## src/rtl/rr_grant_arb.sv

```systemverilog
// Round-robin arbiter with a registered one-hot grant and valid/ready handshake.
// Optional winner-hold input `lock` exists only when RR_ARB_LOCK_EN is defined.
module rr_grant_arb #(
  parameter int unsigned NUM_REQ = 4
) (
  input  logic               clk,
  input  logic               rst,
  input  logic [NUM_REQ-1:0] req,
  output logic               out_valid,
  input  logic               out_ready,
`ifdef RR_ARB_LOCK_EN
  input  logic               lock,
`endif
  output logic [NUM_REQ-1:0] grant_oh
);

  localparam int unsigned W = NUM_REQ;
  localparam logic [W-1:0] LAST_RST = W'(1) << (W - 1);

  typedef enum logic {
    IDLE = 1'b0,
    HOLD = 1'b1
  } state_t;

  state_t       state;
  state_t       state_n;
  logic [W-1:0] grant_n;
  logic [W-1:0] last_oh;
  logic [W-1:0] last_n;

  // First set bit of r strictly above the one-hot ptr, wrapping; ptr itself lowest priority.
  function automatic logic [W-1:0] rr_pick(input logic [W-1:0] r, input logic [W-1:0] ptr);
    logic [W-1:0] above;
    logic [W-1:0] hi;
    above = ~((ptr << 1) - W'(1));
    hi    = r & above;
    if (hi != '0) begin
      return hi & (~hi + W'(1));
    end
    return r & (~r + W'(1));
  endfunction

`ifdef RR_ARB_LOCK_EN
  logic keep_c;
  assign keep_c = lock && ((req & grant_oh) != '0);
`endif

  always_ff @(posedge clk) begin
    if (rst) begin
      state     <= IDLE;
      out_valid <= 1'b0;
      grant_oh  <= '0;
      last_oh   <= LAST_RST;
    end else begin
      state     <= state_n;
      out_valid <= (state_n == HOLD);
      grant_oh  <= grant_n;
      last_oh   <= last_n;
    end
  end

  always_comb begin
    state_n = state;
    grant_n = grant_oh;
    last_n  = last_oh;
    case (state)
      IDLE: begin
        if (req != '0) begin
          grant_n = rr_pick(req, last_oh);
          state_n = HOLD;
        end
      end
      HOLD: begin
        // out_valid is always high here, so out_ready alone marks a handshake.
        if (out_ready) begin
          last_n = grant_oh;
`ifdef RR_ARB_LOCK_EN
          if (keep_c) begin
            grant_n = grant_oh;
          end else
`endif
          if (req != '0) begin
            grant_n = rr_pick(req, grant_oh);
          end else begin
            grant_n = '0;
            state_n = IDLE;
          end
        end
      end
      default: begin
        grant_n = '0;
        state_n = IDLE;
      end
    endcase
  end

endmodule
```

## config.mk

```make
export PLATFORM = sky130hd
export DESIGN_NAME = rr_grant_arb
export DESIGN_NICKNAME = d
export VERILOG_FILES = /design/src/rtl/rr_grant_arb.sv
export SDC_FILE = /design/constraint.sdc
export NUM_CORES = 1
export LEC_CHECK = 0
export BUFFER_PORTS_ARGS = -buffer_cell sky130_fd_sc_hd__buf_4
export CORE_MARGIN = 1.5
export CORE_UTILIZATION = 40
export CTS_CLUSTER_DIAMETER = 60
export DETAILED_ROUTE_END_ITERATION = 10
export PLACE_DENSITY = 0.64
export SYNTH_ARGS = -nofsm -noshare
export SYNTH_HDL_FRONTEND = slang
export SYNTH_SLANG_ARGS = --single-unit
```

## constraint.sdc

```tcl
create_clock -name clk -period 4.3 [get_ports clk]
set_clock_uncertainty 0.2 [all_clocks]
set_input_delay 0.86 -clock clk [delete_from_list [all_inputs] [get_ports clk]]
set_output_delay 0.86 -clock clk [all_outputs]
set_load 0.01 [all_outputs]
```

# [Word level (Yosys, flattened, before mapping)]
# Index checks and enable logic that the tools add are counted.
[totals] reg_bits=8 latchBits=0 mem_bits_rw=0 romBits=0 input_bits=7 out_inout_bits=5 word_cells=44 n_memories=0
[op_classes] add_sub_neg=5 n_mul=0 div=0 order_cmp=0 n_eq_ne=2 n_shift=0 n_mux=18 n_bitwise=11 reduce_logical=5
[op_table] operator="$mux W4" n=7
[op_table] operator="$and A4 B4 Y4" n=5
[op_table] operator="$not A4 Y4" n=5
[op_table] operator="$add A4 B1 Y4 const B" n=3
[op_table] operator="$reduce_bool A4 Y1" n=3
[op_table] operator="$mux W1" n=9
[op_table] operator="$pmux W4 S2" n=1
[op_table] operator="$sub A4 B1 Y4 const B" n=2
[op_table] operator="$ne A2 B2 Y1 const B" n=2
[op_table] operator="$reduce_and A2 Y1" n=2
[op_table] operator="$pmux W1 S2" n=1
[op_table] operator="$not A1 Y1" n=1

# [Logic depth before layout (Yosys ltp)]
[depth] ltp_word=12 mapped_depth=6 mapped_depth_nobuf=6

# [Least setup slack after synthesis]
# No wires, ideal clock.
[synth_timing] path_kind="input -> register" from="input req[1]" to="register grant_oh[3]" t_arrival_ns=1.814 setup_slack_ns=2.171 cell_stages=5 path_buffers=1 cell_sequence="buf_6 > or3_4 > o31ai_4 > a2111oi_2 > a31o_1"
[synth_between] elab_chain_cells=10 elab_cells_between_ends=31
[synth_rtl] item="start: declaration" line="8" source="input logic [NUM_REQ-1:0] req,"
[synth_rtl] item="branches (longest 10 deep; another with $add A4 B1 Y4)"
[synth_rtl] item="end signal: assignment" line="57" source="grant_oh <= grant_n;"
[synth_rtl] item="end: declaration" line="14" source="output logic [NUM_REQ-1:0] grant_oh"
# Several ways; the timed one is not identified. The select of a mux whose other input is x is not followed.
# A chain may end at the register's enable or synchronous reset.

==> impl_metrics.py <==
metrics = {
    "synth": {
        "syn_nets": 77,
        "postSynthAreaPerCell_um2": 8.17,
        "synthCells": 68,
        "syn_area_um2": 556,
        "synthArstFlopShare": 0,
        "synth.distinct_cells": 30,
        "synth_edf_count": 0,
        "synthFlopType": "dfxtp_1",
        "ys_warn_count": 0,
        "ys_ff_latch": 8,
        "ys_seq_area_frac": 0.288,
    },
    "global_routing": {
        "grt_max_degree": 16,
        "grt_pass1_wl_mm": 2.17,
        "antenna_found_initial": 0,
        "grt-ovfl-total": 0,
        "grt_pass1_vias": 458,
        "grt_usage": 0.209,
    },
    "min_path": {
        "hold_class": "flop to flop",
        "holdCritStartpoint": "last_oh[1]",
        "min_to": "last_oh[1]",
        "min_path_cells": 2,
    },
    "critical_path": {
        "cp.required_ns": 3.24,
        "slowest_delay_ns": 0.69,
        "slowest_stage": "dfxtp_1",
        "cp-start-kind": "flop",
        "cp_max_fo": 15,
        "worstSetupEndpointType": "output port",
        "worst-r2r-setup-slack_ns": 2.24,
        "rr_endpoint": "grant_oh[3]",
        "path_buf_inv": 1,
        "path_class": "flop to output port",
        "r2r_cells": 6,
        "path_delay_family": "flip-flops",
        "r2r_start": "grant_oh[0]",
        "cp_cell_sequence": "buf_4",
        "arrival_ns": 1.16,
    },
    "die": {
        "pin_count": 12,
        "die_h_um": 40.3,
        "fp.dieW_um": 40.3,
        "start_util": 0.427,
        "std_cell_rows": 13,
        "design.core.area_um2": 1300,
        "die_area_um2": 1620,
    },
    "layout": {
        "area_delta_synth_final_pct": 18.7,
        "fillers": 143,
        "drive_above_1_share": 0.228,
        "final_common_cell": "buf_4",
        "layout_common_cells": "buf_4, inv_1, nand2_1, dfxtp_1, a21oi_1",
        "final_nets": 90,
        "insertedDiodeCount": 0,
    },
    "routing": {
        "viasPerCell": 5.81,
        "ant_nets": 0,
        "drt_wl_total_mm": 1.35,
        "vias": 546,
        "drc": 0,
        "drt_iter0_markers": 19,
        "wl_per_cell_um": 14.3,
        "drtPass1Iterations": 4,
    },
    "timing": {
        "setup_viol": 0,
        "tns_ns": 0,
        "layout_min_cycle_time_ns": 2.22,
        "fin_crit_sh": 0.517,
        "max_clock_freq_ghz": 0.450,
        "worst_slack_ns": 2.08,
        "rsz0062_at_grt": "false",
        "finalHoldViolations": 0,
        "maxSlewHeadroom": 0.611,
        "timing.hold.ws_ns": 0.269,
        "slew_violations": 0,
        "tightest_slew_ns": 0.583,
    },
    "clocking": {
        "cts_tree": "done",
        "cts-root-buf": "clkbuf_4",
        "post_cts_buffers": 0,
        "cts_resized": 0,
        "cts_buffers": 3,
        "htreeDepth": 1,
        "cts_max_path_buffers": 2,
        "clock_latency_ns": 0.25,
        "cts_hold_buffers": 0,
        "cts.sinks": 8,
        "path_clk_slew_ns": 0.05,
    },
    "place": {
        "dp_hpwl_um": 989,
        "place.port_buffers": 11,
        "place_congestion": 0.788,
        "place_ws_ns": 2.06,
    },
    "pwr": {
        "p_per_area_nw_per_um2": 295,
        "power_mw": 0.195,
        "power.leakage_nw": 0.247,
        "ir_worst_vdd_mv": 0.156,
    },
    "flow_run": {
        "maxCapViolations": 0,
    },
    "status": {
        "status": "completed",
    },
}
## report_power, final
group / total, mW / switching (mW) / internal [mW]
sequential: 0.0857 / 0.00707 / 0.0786
clock: 0.0571 / 0.0252 / 0.0319
combinational: 0.0518 / 0.0280 / 0.0238
total: 0.195 / 0.0603 / 0.134
## logic make-up after synthesis
kind of cell    share of synthesized area
fa+ha+maj                          0.0450
flops                               0.288
buf+inv                            0.0901
compound gates                      0.378
simple gates                        0.167
xor+xnor                           0.0315
## final cells by class
| cell class | instances | area (µm²) | area share |
|---|---|---|---|
| multi-input cells | 49 | 345 | 0.524 |
| well taps | 15 | 18.8 | 0.0285 |
| inverters | 8 | 30.0 | 0.0455 |
| clock buffers | 3 | 22.5 | 0.0342 |
| flip-flops and latches | 8 | 160 | 0.243 |
| repair buffers | 11 | 82.6 | 0.125 |
## per-stage QoR
stage / utilization / area [µm²] / std cells
floorplan: - / 556 / 68
global placement: 0.489 / 637 / 91
detailed placement: 0.489 / 637 / 91
CTS: 0.507 / 659 / 94
global route: 0.507 / 659 / 94
finish: 0.507 / 659 / 94
## tightest hold or removal path: cells and delay by family (launching register included)
| family | cells | cell delay [ns] |
|---|---|---|
| AOI/OAI and AO/OA | 1 | 0.05 |
| DFF | 1 | 0.31 |
| and+or+nand+nor | 1 | 0.05 |
## synthesized netlist by cell type (2+ instances only)
master / instances / area [µm²]
a21oi_1: 5 / 25.0
a31oi_1: 2 / 12.5
dfxtp_1: 8 / 160
ha_1: 2 / 25.0
inv_1: 8 / 30.0
nand2_1: 8 / 30.0
nand3_1: 4 / 20.0
nor2_1: 2 / 7.51
o2111ai_1: 2 / 17.5
o211ai_1: 2 / 15.0
o21ai_1: 4 / 20.0
o2bb2ai_1: 2 / 17.5
xnor2_1: 2 / 17.5
## sequential cells by signal, indices dropped and copies added, names as in the netlist
register  count
grant_oh      4
last_oh       3
state         1
## routing by layer
layer | vias to the layer above | track usage | routed length (µm)
li1 | 277 | - | -
met5 | - | 0 | 0
met3 | 2 | 0.0167 | 89
met4 | 0 | 0.125 | 12
met1 | 244 | 0.286 | 642
met2 | 23 | 0.319 | 602
## worst max path at each step
stage	cells after the start	start	end	slack (ns)
2_1_floorplan	5	req[1]	grant_oh[3]	2.17
3_3_place_gp	5	req[0]	grant_oh[3]	2.07
3_5_place_dp	5	req[0]	grant_oh[3]	2.06
4_1_cts	1	state	out_valid	2.05
5_1_grt	1	state	out_valid	2.01
6_report	1	state	out_valid	2.08
(Power assumes the default switching activity.)
